==> config.mk <==
export PLATFORM = sky130hd
export DESIGN_NAME = lsu_pipelined
export DESIGN_NICKNAME = d
export VERILOG_FILES = /design/src/rtl/lsu_pipelined.sv
export SDC_FILE = /design/constraint.sdc
export NUM_CORES = 1
export LEC_CHECK = 0
export ABC_CLOCK_PERIOD_IN_PS = 3300
export BUFFER_PORTS_ARGS = -buffer_cell sky130_fd_sc_hd__buf_2
export CORE_MARGIN = 2
export CORE_UTILIZATION = 43
export DETAILED_ROUTE_END_ITERATION = 10
export HOLD_SLACK_MARGIN = 0.05
export PLACE_DENSITY = 0.79
export SYNTH_ARGS = -nofsm -noshare
export SYNTH_HDL_FRONTEND = slang
export SYNTH_SLANG_ARGS = --single-unit
export TNS_END_PERCENT = 50
==> constraint.sdc <==
create_clock -name clk_i -period 3.3 [get_ports clk_i]
set_clock_uncertainty 0.1 [all_clocks]
set_input_delay 0.66 -clock clk_i [delete_from_list [all_inputs] [get_ports clk_i]]
set_output_delay 0.66 -clock clk_i [all_outputs]
set_load 0.05 [all_outputs]
==> src/rtl/lsu_pipelined.sv <==
// Generic FIFO: registered push, combinational head read; occupancy exported for flow control.
// Zero-latency read of the head entry; caller must not push when full or pop when empty.
module fifo #(
   parameter int WIDTH = 8,
   parameter int DEPTH = 2
) (
   input  logic                           clk_i,
   input  logic                           rst_ni,
   input  logic                           push_vld,
   input  logic [WIDTH-1:0]               push_dat,
   input  logic                           pop_vld,
   output logic [WIDTH-1:0]               pop_dat,
   output logic [$clog2(DEPTH+1)-1:0]     cnt
);
   localparam int PW = (DEPTH > 1) ? $clog2(DEPTH) : 1;
   localparam int CW = $clog2(DEPTH+1);

   logic [WIDTH-1:0] mem [DEPTH];
   logic [PW-1:0]    wr_ptr;
   logic [PW-1:0]    rd_ptr;

   always_ff @(posedge clk_i or negedge rst_ni) begin
      if (!rst_ni) begin
         wr_ptr <= '0;
         rd_ptr <= '0;
         cnt    <= '0;
      end else begin
         if (push_vld) wr_ptr <= (wr_ptr == PW'(DEPTH-1)) ? '0 : wr_ptr + PW'(1);
         if (pop_vld)  rd_ptr <= (rd_ptr == PW'(DEPTH-1)) ? '0 : rd_ptr + PW'(1);
         case ({push_vld, pop_vld})
            2'b10:   cnt <= cnt + CW'(1);
            2'b01:   cnt <= cnt - CW'(1);
            default: cnt <= cnt;
         endcase
      end
   end

   always_ff @(posedge clk_i) begin
      if (push_vld) mem[wr_ptr] <= push_dat;
   end

   assign pop_dat = mem[rd_ptr];
endmodule

// Pipelined load/store unit: EA, byte enables, lane-replicated store data, in-order outstanding bus accesses.
// Responses/errors are registered (1 cycle after bus rvalid / acceptance); requests stall while MAX_OUTSTANDING are in flight.
module lsu_pipelined #(
   parameter int DATA_WIDTH      = 32,
   parameter int ADDR_WIDTH      = 32,
   parameter int MAX_OUTSTANDING = 2
) (
   input  logic                    clk_i,
   input  logic                    rst_ni,
   input  logic                    lsu_req_valid_i,
   output logic                    lsu_req_ready_o,
   input  logic                    lsu_we_i,
   input  logic [1:0]              lsu_type_i,
   input  logic                    lsu_sign_ext_i,
   input  logic [ADDR_WIDTH-1:0]   lsu_operand_a_i,
   input  logic [ADDR_WIDTH-1:0]   lsu_operand_b_i,
   input  logic [DATA_WIDTH-1:0]   lsu_wdata_i,
   output logic                    lsu_rvalid_o,
   output logic [DATA_WIDTH-1:0]   lsu_rdata_o,
   output logic                    lsu_err_o,
   output logic                    data_req_o,
   input  logic                    data_gnt_i,
   input  logic                    data_rvalid_i,
   output logic [ADDR_WIDTH-1:0]   data_addr_o,
   output logic                    data_we_o,
   output logic [DATA_WIDTH/8-1:0] data_be_o,
   output logic [DATA_WIDTH-1:0]   data_wdata_o,
   input  logic [DATA_WIDTH-1:0]   data_rdata_i
);
   localparam int BEW = DATA_WIDTH / 8;
   localparam int OFF = $clog2(BEW);
   localparam int CW  = $clog2(MAX_OUTSTANDING + 1);

   typedef struct packed {
      logic           we;
      logic [1:0]     typ;
      logic           sign;
      logic [OFF-1:0] off;
   } meta_t;

   logic [ADDR_WIDTH-1:0] ea;
   logic [OFF-1:0]        off;
   logic                  illegal;
   logic                  issue_ok;
   logic                  push;
   logic                  pop;
   logic [CW-1:0]         cnt;
   meta_t                 push_meta;
   meta_t                 head;
   logic [BEW-1:0]        be;
   logic [DATA_WIDTH-1:0] wdata;
   logic [DATA_WIDTH-1:0] shifted;
   logic [DATA_WIDTH-1:0] mask;
   logic                  msb;
   logic [DATA_WIDTH-1:0] load_data;
   logic                  rvalid_q;
   logic [DATA_WIDTH-1:0] rdata_q;
   logic                  err_q;

   assign ea  = lsu_operand_a_i + lsu_operand_b_i;
   assign off = ea[OFF-1:0];

   always_comb begin
      illegal = 1'b0;
      case (lsu_type_i)
         2'b01:   illegal = ea[0];
         2'b10:   illegal = |ea[1:0];
         2'b11:   illegal = (DATA_WIDTH == 32) ? 1'b1 : |ea[2:0];
         default: illegal = 1'b0;
      endcase
   end

   // Gate on the pre-pop count so a same-cycle response never lets a full FIFO overflow.
   assign issue_ok        = (cnt < CW'(MAX_OUTSTANDING));
   assign data_req_o      = lsu_req_valid_i && !illegal && issue_ok;
   assign lsu_req_ready_o = lsu_req_valid_i && (illegal || (issue_ok && data_gnt_i));
   assign push            = data_req_o && data_gnt_i;
   assign pop             = data_rvalid_i && (cnt != '0);

   always_comb begin
      be    = '1;
      wdata = lsu_wdata_i;
      case (lsu_type_i)
         2'b00: begin
            be    = BEW'(1) << off;
            wdata = {(DATA_WIDTH/8){lsu_wdata_i[7:0]}};
         end
         2'b01: begin
            be    = BEW'(3) << off;
            wdata = {(DATA_WIDTH/16){lsu_wdata_i[15:0]}};
         end
         2'b10: begin
            be    = BEW'(4'hF) << off;
            wdata = {(DATA_WIDTH/32){lsu_wdata_i[31:0]}};
         end
         default: begin
            be    = '1;
            wdata = lsu_wdata_i;
         end
      endcase
   end

   assign data_addr_o  = data_req_o ? (ea & ~ADDR_WIDTH'(BEW-1)) : '0;
   assign data_we_o    = data_req_o & lsu_we_i;
   assign data_be_o    = data_req_o ? be : '0;
   assign data_wdata_o = data_req_o ? wdata : '0;

   assign push_meta = '{we: lsu_we_i, typ: lsu_type_i, sign: lsu_sign_ext_i, off: off};

   fifo #(
      .WIDTH ($bits(meta_t)),
      .DEPTH (MAX_OUTSTANDING)
   ) u_meta_fifo (
      .clk_i    (clk_i),
      .rst_ni   (rst_ni),
      .push_vld (push),
      .push_dat (push_meta),
      .pop_vld  (pop),
      .pop_dat  (head),
      .cnt      (cnt)
   );

   // Extension by masking keeps every access size legal for both bus widths.
   always_comb begin
      shifted = data_rdata_i >> {head.off, 3'b000};
      mask    = '1;
      msb     = shifted[DATA_WIDTH-1];
      case (head.typ)
         2'b00: begin
            mask = DATA_WIDTH'(8'hFF);
            msb  = shifted[7];
         end
         2'b01: begin
            mask = DATA_WIDTH'(16'hFFFF);
            msb  = shifted[15];
         end
         2'b10: begin
            mask = DATA_WIDTH'(32'hFFFF_FFFF);
            msb  = shifted[31];
         end
         default: begin
            mask = '1;
            msb  = shifted[DATA_WIDTH-1];
         end
      endcase
      load_data = (shifted & mask) | ((head.sign && msb) ? ~mask : '0);
      if (head.we) load_data = '0;
   end

   always_ff @(posedge clk_i or negedge rst_ni) begin
      if (!rst_ni) begin
         rvalid_q <= 1'b0;
         rdata_q  <= '0;
         err_q    <= 1'b0;
      end else begin
         rvalid_q <= pop;
         rdata_q  <= pop ? load_data : '0;
         err_q    <= lsu_req_valid_i && illegal;
      end
   end

   assign lsu_rvalid_o = rvalid_q;
   assign lsu_rdata_o  = rdata_q;
   assign lsu_err_o    = err_q;
endmodule

==> key figures, run 1 <==
Placement
  – DP HPWL: about 15 mm
  – DP Area: between 0.007 and 0.008 mm²
  – Final GP Congestion: 0.950
  – I/O Buffers: approximately 240
  – Placed cell count: between 1k and 1.5k

Run
  – Max Cap Violations: 0

Logic synthesis
  – Ys flop type: dfrtp_1
  – Synth Area in Simple Gates: 24.4%
  – EDFF count, synth: 12
  – Unique masters post-synth: 69
  – Post-synthesis instance total: between 600 and 700
  – Ys async rst share: between 70% and 80%
  – Largest family of logic cells by synthesized area: compound AO/OA/AOI/OAI gates
  – Register area share after synthesis: approximately 27%
  – Adder-Cell Fraction of Synth Area: 10.5%
  – Synth Cell Area: about 0.0048 mm²
  – Synth Area in Compound Gates: 24.9%
  – Ys Warns: 0
  – Seq cells post-synth: 50
  – Mux share of post-synthesis cell area: 3.81%
  – Post-synthesis area per instance: 7.76 µm²
  – Post-synthesis xor/xnor area fraction: 4.90%

Route
  – Top layer in use: met4
  – Final ANT Viol Nets: 0
  – Iteration-0 DRC count of the detailed router: between 600 and 700
  – Final WL: approximately 24 mm
  – Via-per-instance ratio: 6.17
  – DRT Pass-1 Iters: 8
  – Met2 Routed Length: 11.8 mm
  – Wire length on met1: approximately 7.9 mm
  – WL/cell: 21.7 µm
  – Total number of vias: 6869
  – Residual DRC count: 0
  – Met3 Wirelength: between 2 and 2.5 mm

Power and ir drop
  – VDD IR max: 0.323 mV
  – Final Power: about 4300 µW
  – PD cells: between 400 and 500 mW/mm²
  – Lkg Pwr: between 0.004 and 0.005 µW

Floorplan
  – Chip height: approximately 110 µm
  – Starting Density: 44.3%
  – Num rows: 38
  – Core footprint: between 0.01 and 0.015 mm²
  – Die area: approximately 0.012 mm²
  – # IOs: roughly 240
  – Die W: about 110 µm

Clocking
  – CTS clock-pin slew for the worst setup and hold paths: ~0.090 ns
  – CTS H-tree depth: 2
  – Max clock buf depth: 2
  – Root Driver: clkbuf_8
  – CTS tree: done
  – Later-pin clock latency in the skew report: around 0.3 ns
  – TritonCTS buffer count: 5
  – Clock Sinks: 50
  – CTS Hold Bufs: 0

Global routing
  – Antenna violations before repair: 0
  – First-pass GRT wire length: 32.4 mm
  – Vias in the first global route: about 6.8k
  – GRT Util Overall: approximately 34%
  – GR Overflow Total: 0
  – Pin count of the biggest net entering global routing: 39

Final layout
  – Register Area: between 0.001 and 0.0015 mm²
  – Area of the multi-input gates: 0.00440 mm²
  – Layout cell share with drive strength beyond 1: a little under three fifths
  – Antenna diodes: 0
  – Nets: about 1.1k
  – Design Area, Final: just under 0.009 mm²
  – Fin cells: 1113
  – P&R area growth vs syn: 84.6%
  – Fill count: approximately 600

Worst setup path
  – CP startpoint kind: input pin
  – R2R depth: 7
  – Worst endpoint data arrival time: 3.04 ns
  – Crit end category: primary output
  – Reg2reg start: u_meta_fifo.rd_ptr
  – Crit path max fanout: 7
  – Worst setup path class: in2out
  – Worst setup path startpoint: lsu_operand_a_i[13]
  – CP Data Required Time: approximately 2.5 ns

Timing
  – Max Fclk: 263 MHz
  – Fin crit share: 115%
  – Worst slew margin: 43.7%
  – PnR worst setup slack: -0.497 ns
  – Unrepaired setup endpoints after global routing: yes
  – Final hold violations: 0
  – Final setup viols: 68
  – Max-slew violation count: 0
  – Slew @ Worst Pin: 0.845 ns
  – Fin crit period: 3.80 ns

Status
  – Failing checks: setup timing
  – Outcome: complete, but fails checks

Hold path
  – Worst hold path type: in2async
==> repair_timing <==
item / CTS / global route
buffers inserted: 7 / 8
setup endpoints to repair: 68 / 68
cloned: 5 / 0
pin swaps: 21 / 34
resized for setup: 181 / 70
==> cells by family (layout without fill, tap and decap cells) <==
group                    Yosys count  count (layout)
AND/OR/NAND/NOR                  262             262
AO/OA/AOI/OAI                    181             181
flip-flops                        50              50
other                              1               2
multiplexers                      16              16
adder cells (fa/ha/maj)           40              40
XOR/XNOR                          27              27
buffers and inverters             45             395
==> layout by cell type, fill, tap and decap left out, types with 6 or more instances in the layout <==
master and n:
buf_8 17, ha_4 10, mux2i_1 6, xnor2_1 10
nand2b_1 6, mux2_2 9, and2_1 7, dfrtp_1 38
buf_4 132, edfxtp_1 12, a311oi_1 7, a21oi_1 43
inv_1 6, xor2_1 11, a21o_1 13, and2_4 9
nor2_4 26, ha_2 6, buf_12 7, o21a_1 8
nand2_1 108, ha_1 23, nor2_1 54, buf_2 167
a31oi_4 10, a21oi_2 10, o21ai_0 13, a21oi_4 22
a22oi_1 7, buf_6 54
==> flip-flops by register name (all words and copies together), names as in the netlist <==
register and cells:
u_meta_fifo.wr_ptr 1, lsu_err_o 1, u_meta_fifo.cnt 2, u_meta_fifo.mem 12, lsu_rdata_o 32, u_meta_fifo.rd_ptr 1, lsu_rvalid_o 1
==> report_power, final <==
group | internal, µW | total (µW) | switching, µW | leakage [µW]
logic | 1190 | 3150 | 1960 | 0.00348
clock network | 151 | 348 | 197 | 0.0000456
registers | 753 | 834 | 80.4 | 0.000619
==> final timing paths <==
path / endpoint / slack (ns)
setup / recovery: data_addr_o[24] / -0.50
hold / removal: lsu_rvalid_o / 0.36
setup reg to reg: lsu_rdata_o[28] / 0.63
hold reg to reg: u_meta_fifo.wr_ptr / 0.40
max in group asynchronous: lsu_rdata_o[11] / 2.20
min in group clk_i: u_meta_fifo.wr_ptr / 0.40
==> through the flow <==
stage	setup TNS, ns	setup WS (ns)	utilization (%)	hold slack [ns]
after CTS	-18.50	-0.422	78.9	0.380
final	-19.67	-0.497	81.9	0.363
after global placement	-25.18	-0.509	70.3	0.374
after detailed placement	-28.59	-0.556	70.3	0.380
after floorplan	-12.65	-0.274	-	0.264
after global routing	-22.80	-0.543	81.9	0.420
==> critical path, stage by stage <==
cell      delay [ns]
buf_2           0.12
ha_4            0.27
a21o_1          0.20
a221o_1         0.40
buf_4           0.17
a211oi_2        0.30
nand3b_1        0.19
nand3b_1        0.24
nand3_2         0.14
a21oi_4         0.16
buf_6           0.17
==> Yosys cell counts, drive strengths merged (12+ instances only) <==
cell type | count | area share [%]
a21o | 13 | 2.0
a21oi | 75 | 8.3
a31oi | 12 | 1.6
and2 | 16 | 2.1
buf | 13 | 1.6
clkbuf | 25 | 2.2
dfrtp | 38 | 20
edfxtp | 12 | 7.5
ha | 39 | 10
nand2 | 109 | 8.5
nor2 | 81 | 6.3
o21ai | 18 | 1.9
xnor2 | 13 | 2.4
xor2 | 14 | 2.5
==> routing by layer <==
| metal | global-route usage (%) | vias up |
|---|---|---|
| met5 | 0 | - |
| met4 | 20.3 | 0 |
| met3 | 6.70 | 213 |
| met2 | 62.6 | 592 |
| met1 | 36.2 | 3159 |
| li1 | - | 2905 |
==> final cells by class <==
cell class                      instances  area share [%]
Clock buffer                            6           0.814
Timing Repair Buffer                  380            32.7
Multi-Input combinational cell        528            49.4
Inverter                                7           0.295
Clock inverter                          2           0.154
Tap cell                              140            1.97
Sequential cell                        50            14.7
Note: power is estimated with default switching activity, not from simulation.
==> inputs of run 2 (changes only) <==
- SETUP_SLACK_MARGIN: unset -> 0.4
==> key figures, run 2 (synthesis gave the netlist of run 1 again) <==
Status
  – Outcome: complete, but fails checks
  – Failing checks: setup timing

Worst setup path
  – R2R depth: 7
  – Crit end category: primary output
  – Reg2reg start: u_meta_fifo.rd_ptr
  – Worst endpoint data arrival time: roughly 3.2 ns
  – R2R setup slack: around 0.65 ns
  – Critical Path, Cell by Cell: buf_2, ha_1, buf_4, nand4_1, nor4_4, a221oi_1, o221ai_1, a41oi_2, xor2_1, buf_4, nor2_4, buf_8
  – Crit path max fanout: 5
  – RR Endpoint: lsu_rdata_o[28]
  – CP dominant cell by count: buf_4
  – CP startpoint kind: input pin
  – CP Data Required Time: roughly 2.5 ns
  – Critical path's slowest cell: a221oi_1
  – Peak per-stage delay on the critical path: 0.51 ns
  – Setup crit end: data_addr_o[30]
  – WP buf/inv: 4
  – Worst setup path class: in2out
  – Crit path max-delay family: compound AO/OA/AOI/OAI gates
  – Levels on crit path: 12
  – Worst setup path startpoint: lsu_operand_a_i[15]

Final layout
  – Most common cell after layout, fill and taps aside: buf_2
  – Commonest non-fill, non-tap cells in the layout: buf_2 (166), buf_4 (129), nand2_1 (108), buf_6 (61), nor2_1 (54)
  – Max reg flops: 32
  – Antenna diodes: 0
  – Design Area, Final: roughly 0.0089 mm²
  – Final core occ: 81.8%
  – P&R area growth vs syn: 84.5%
  – Fin cells: about 1.1k
  – Layout cell share with drive strength beyond 1: between 50% and 60%
  – Nets: ~1.2k

Timing
  – Max-slew violation count: 0
  – Max Fclk: 254 MHz
  – Worst slew margin: 43.3%
  – Fin crit share: 119%
  – PnR worst setup slack: -0.633 ns
  – Slew @ Worst Pin: between 0.8 and 0.9 ns
  – Final setup viols: between 60 and 70
  – Final hold violations: 0
  – Unrepaired setup endpoints after global routing: yes
  – Fin crit period: approximately 3.9 ns

Global routing
  – Vias in the first global route: around 6.6k
  – Antenna violations before repair: 0
  – GRT Util Overall: 33.7%
  – GR Overflow Total: 0
  – First-pass GRT wire length: between 30 and 40 mm
  – Pin count of the biggest net entering global routing: 39

Floorplan
  – Chip height: ~110 µm
  – Core footprint: roughly 0.011 mm²
  – Starting Density: 44.3%
  – # IOs: roughly 240
  – Num rows: 38
  – Die W: 110 µm
  – Die area: between 0.01 and 0.015 mm²

Placement
  – Final GP Congestion: roughly 0.95
  – Placed cell count: between 1k and 1.5k
  – DP HPWL: approximately 15 mm
  – DP Area: ~0.0077 mm²
  – I/O Buffers: ~240

Power and ir drop
  – Final Power: roughly 4400 µW
  – VDD IR max: roughly 0.32 mV
  – PD cells: about 500 mW/mm²
  – Lkg Pwr: around 0.0042 µW

Route
  – Iteration-0 DRC count of the detailed router: a little under 800
  – Total number of vias: a little under 7k
  – DRT Pass-1 Iters: 6
  – Residual DRC count: 0
  – Via-per-instance ratio: around 6.2
  – WL/cell: 21.9 µm
  – Final WL: approximately 24 mm
  – Final ANT Viol Nets: 0

Clocking
  – Later-pin clock latency in the skew report: around 0.29 ns
  – Max clock buf depth: 2
  – TritonCTS buffer count: 5
  – CTS Hold Bufs: 0
  – Clock Sinks: 50
  – CTS tree: done
  – CTS H-tree depth: 2
  – CTS clock-pin slew for the worst setup and hold paths: 0.09 ns
  – Root Driver: clkbuf_8

Hold path
  – Worst hold path type: in2async

Run
  – Max Cap Violations: 0
-- run 2: cell types whose count changed in the layout (fill, tap and decap cells not counted), sizes merged --
cell	before	now
buf	380	383
clkbuf	6	7
-- run 2: timing repair --
item,CTS,global route
gates cloned,5,1
setup buffers,8,4
setup endpoints to repair,78,79
gates resized for setup,184,44
pin swaps,23,19
-- run 2: power by group --
group          total [µW]  internal (µW)  leakage [µW]  switching, µW
logic                3220           1250       0.00353           1970
clock network         346            151     0.0000456            195
registers             833            753      0.000619           80.1
-- run 2: worst reg2reg max path, delay by kind of cell, from the launching register on --
| family | cells | cell delay [ns] |
|---|---|---|
| muxes | 1 | 0.39 |
| DFF | 1 | 0.69 |
| buffers and inverters | 1 | 0.36 |
| and+or+nand+nor | 1 | 0.19 |
| AOI/OAI and AO/OA | 4 | 0.84 |
-- run 2: worst min path at each step --
stage                       startpoint                 end  slack, ns  depth (start not counted)
floorplan                       rst_ni           lsu_err_o       0.26                          0
global placement    u_meta_fifo.wr_ptr  u_meta_fifo.wr_ptr       0.37                          1
detailed placement  u_meta_fifo.wr_ptr  u_meta_fifo.wr_ptr       0.38                          1
CTS                             rst_ni        lsu_rvalid_o       0.38                          1
global route                    rst_ni  u_meta_fifo.wr_ptr       0.42                          1
finish                          rst_ni     lsu_rdata_o[17]       0.37                          1
-- run 2: through the flow --
step           setup slack [ns]  hold WS, ns  TNS (ns)
3_3_place_gp             -0.509        0.374    -25.18
4_1_cts                  -0.422        0.380    -19.60
3_5_place_dp             -0.556        0.380    -28.59
2_1_floorplan            -0.274        0.264    -12.65
6_report                 -0.633        0.367    -22.94
5_1_grt                  -0.758        0.420    -25.59
-- run 2: final cells by class --
| type | instances | area, µm² |
|---|---|---|
| tap | 140 | 175 |
| timing repair buffer | 384 | 3050 |
| clock inverter | 2 | 13.8 |
| sequential | 50 | 1310 |
| clock buffer | 6 | 72.6 |
| multi-input combinational | 528 | 4260 |
| inverter | 7 | 26.3 |
| fill | 593 | 1980 |
-- run 2: layer usage --
metal | routed length, µm | GRT usage (%) | up-vias | share of wire, %
li1 | - | - | 2922 | -
met5 | 0 | 0 | - | 0
met4 | 1840 | 17.4 | 0 | 7.5
met2 | 11900 | 62.9 | 599 | 49
met3 | 2290 | 5.33 | 189 | 9.4
met1 | 8380 | 36.2 | 3210 | 34
==> inputs of run 3 (changes only) <==
- ABC_AREA: unset -> 0
- CORE_ASPECT_RATIO: unset -> 0.8
- CTS_CLUSTER_SIZE: unset -> 28
==> key figures, run 3 (synthesis gave the netlist of run 1 again) <==
Status
  – Outcome: complete, but fails checks
  – Failing checks: setup timing

Final layout
  – Max reg flops: 32
  – Nets: roughly 1.2k
  – Most common cell after layout, fill and taps aside: buf_2
  – P&R area growth vs syn: 88.1%
  – Antenna diodes: 0
  – Layout cell share with drive strength beyond 1: a little under three fifths
  – Design Area, Final: approximately 0.0091 mm²
  – Commonest non-fill, non-tap cells in the layout: buf_2 (166), buf_4 (142), nand2_1 (107), nor2_1 (55), buf_6 (54)

Global routing
  – Vias in the first global route: 6370
  – GR Overflow Total: 0
  – First-pass GRT wire length: approximately 32 mm
  – Pin count of the biggest net entering global routing: 39
  – Antenna violations before repair: 0
  – GRT Util Overall: roughly 33%

Route
  – Final ANT Viol Nets: 0
  – Iteration-0 DRC count of the detailed router: a little under 500
  – WL/cell: 19.2 µm
  – Via-per-instance ratio: roughly 5.7
  – DRT Pass-1 Iters: 5
  – Final WL: between 20 and 25 mm
  – Total number of vias: between 6k and 7k
  – Residual DRC count: 0

Worst setup path
  – R2R setup slack: 0.72 ns
  – Peak per-stage delay on the critical path: about 0.46 ns
  – Critical Path, Cell by Cell: buf_8, ha_4, fa_2, nor2_2, nor2_1, o21ba_2, or3b_4, inv_2, nand2_1, or4_4, nand2_8, buf_8
  – CP dominant cell by count: buf_8
  – CP startpoint kind: input pin
  – RR Endpoint: lsu_rdata_o[18]
  – Reg2reg start: u_meta_fifo.rd_ptr
  – Crit path max-delay family: simple AND/OR/NAND/NOR gates
  – Crit end category: primary output
  – Setup crit end: data_addr_o[31]
  – Worst setup path class: in2out
  – Critical path's slowest cell: or4_4
  – CP Data Required Time: between 2 and 3 ns
  – Levels on crit path: 12
  – Crit path max fanout: 3
  – R2R depth: 6
  – WP buf/inv: 3
  – Worst setup path startpoint: lsu_operand_a_i[0]
  – Worst endpoint data arrival time: 2.97 ns

Timing
  – Final setup viols: just under 70
  – Slew @ Worst Pin: between 0.8 and 0.9 ns
  – Final hold violations: 0
  – Fin crit period: about 3.7 ns
  – Fin crit share: 113%
  – Max-slew violation count: 0
  – Worst hold slack: approximately 0.38 ns
  – TNS Setup: -18.65 ns
  – Max Fclk: 268 MHz
  – PnR worst setup slack: -0.435 ns
  – Unrepaired setup endpoints after global routing: yes
  – Worst slew margin: between 40% and 50%

Floorplan
  – Core footprint: roughly 0.011 mm²
  – Die W: between 100 and 150 µm
  – Num rows: 34
  – Chip height: ~99 µm
  – Die area: roughly 0.012 mm²
  – # IOs: between 200 and 250
  – Starting Density: 44.3%

Placement
  – DP Area: roughly 0.0077 mm²
  – DP HPWL: around 15 mm
  – Final GP Congestion: around 0.94
  – I/O Buffers: approximately 240
  – Pre-CTS setup slack: -0.557 ns

Clocking
  – Clock Sinks: 50
  – Max clock buf depth: 2
  – CTS Hold Bufs: 0
  – CTS H-tree depth: 2
  – CTS tree: done
  – CTS clock-pin slew for the worst setup and hold paths: 0.06 ns
  – Root Driver: clkbuf_16
  – TritonCTS buffer count: 5
  – Later-pin clock latency in the skew report: approximately 0.28 ns

Power and ir drop
  – Final Power: ~4400 µW
  – Lkg Pwr: 0.00425 µW
  – PD cells: slightly below 500 mW/mm²
  – VDD IR max: roughly 0.38 mV

Run
  – Max Cap Violations: 0

Hold path
  – Worst hold path type: in2async
==> run 3: cell types whose count changed in the layout (fill, tap and decap cells not counted), sizes merged <==
cell	change
clkinv	-1
clkbuf	+1
buf	+6
inv	-1
==> run 3: layer usage <==
metal  share of wire [%]  GRT usage, %
met1                  37          39.1
met2                  50          59.3
met3                 8.9          7.81
met4                 3.6          11.0
met5                   0             0
==> run 3: how the worst min path moves through the flow <==
stage                                   from                  to  slack (ns)
after floorplan                       rst_ni           lsu_err_o        0.26
after global routing      u_meta_fifo.wr_ptr  u_meta_fifo.wr_ptr        0.43
after CTS                 u_meta_fifo.wr_ptr  u_meta_fifo.wr_ptr        0.40
after global placement    u_meta_fifo.wr_ptr  u_meta_fifo.wr_ptr        0.38
after detailed placement  u_meta_fifo.wr_ptr  u_meta_fifo.wr_ptr        0.39
final                                 rst_ni     lsu_rdata_o[21]        0.38
==> run 3: through the flow <==
stage,instances,utilization [%]
final,1126,83.4
after global routing,1126,83.4
after CTS,1117,80.3
after detailed placement,1093,70.3
after global placement,1093,70.3
after floorplan,623,-
==> run 3: area by class of cell <==
type                    count  area (µm²)
multi-input cells         528        4400
repair buffers            390        3030
fillers                   645        1810
flip-flops and latches     50        1310
well taps                 144         180
clock buffers               7         133
inverters                   7        26.3
==> run 3: worst reg2reg max path: stages, from the launching register on <==
cell,delay [ns]
dfrtp_1,0.72
mux2i_4,0.41
mux2i_1,0.28
o21ai_1,0.12
o221ai_1,0.21
a21o_1,0.47
nor2_1,0.13
==> run 3: where the power goes <==
part / switching (µW) / total (µW) / internal, µW
combinational: 1910 / 3130 / 1220
clock: 201 / 479 / 277
sequential: 84.6 / 839 / 755
==> run 3: timing repair <==
item | CTS | global route
pin swaps | 37 | 28
gates resized for setup | 190 | 47
hold endpoints to repair | 0 | 0
cloned | 4 | 1
setup endpoints to repair | 83 | 83
buffers inserted | 13 | 8
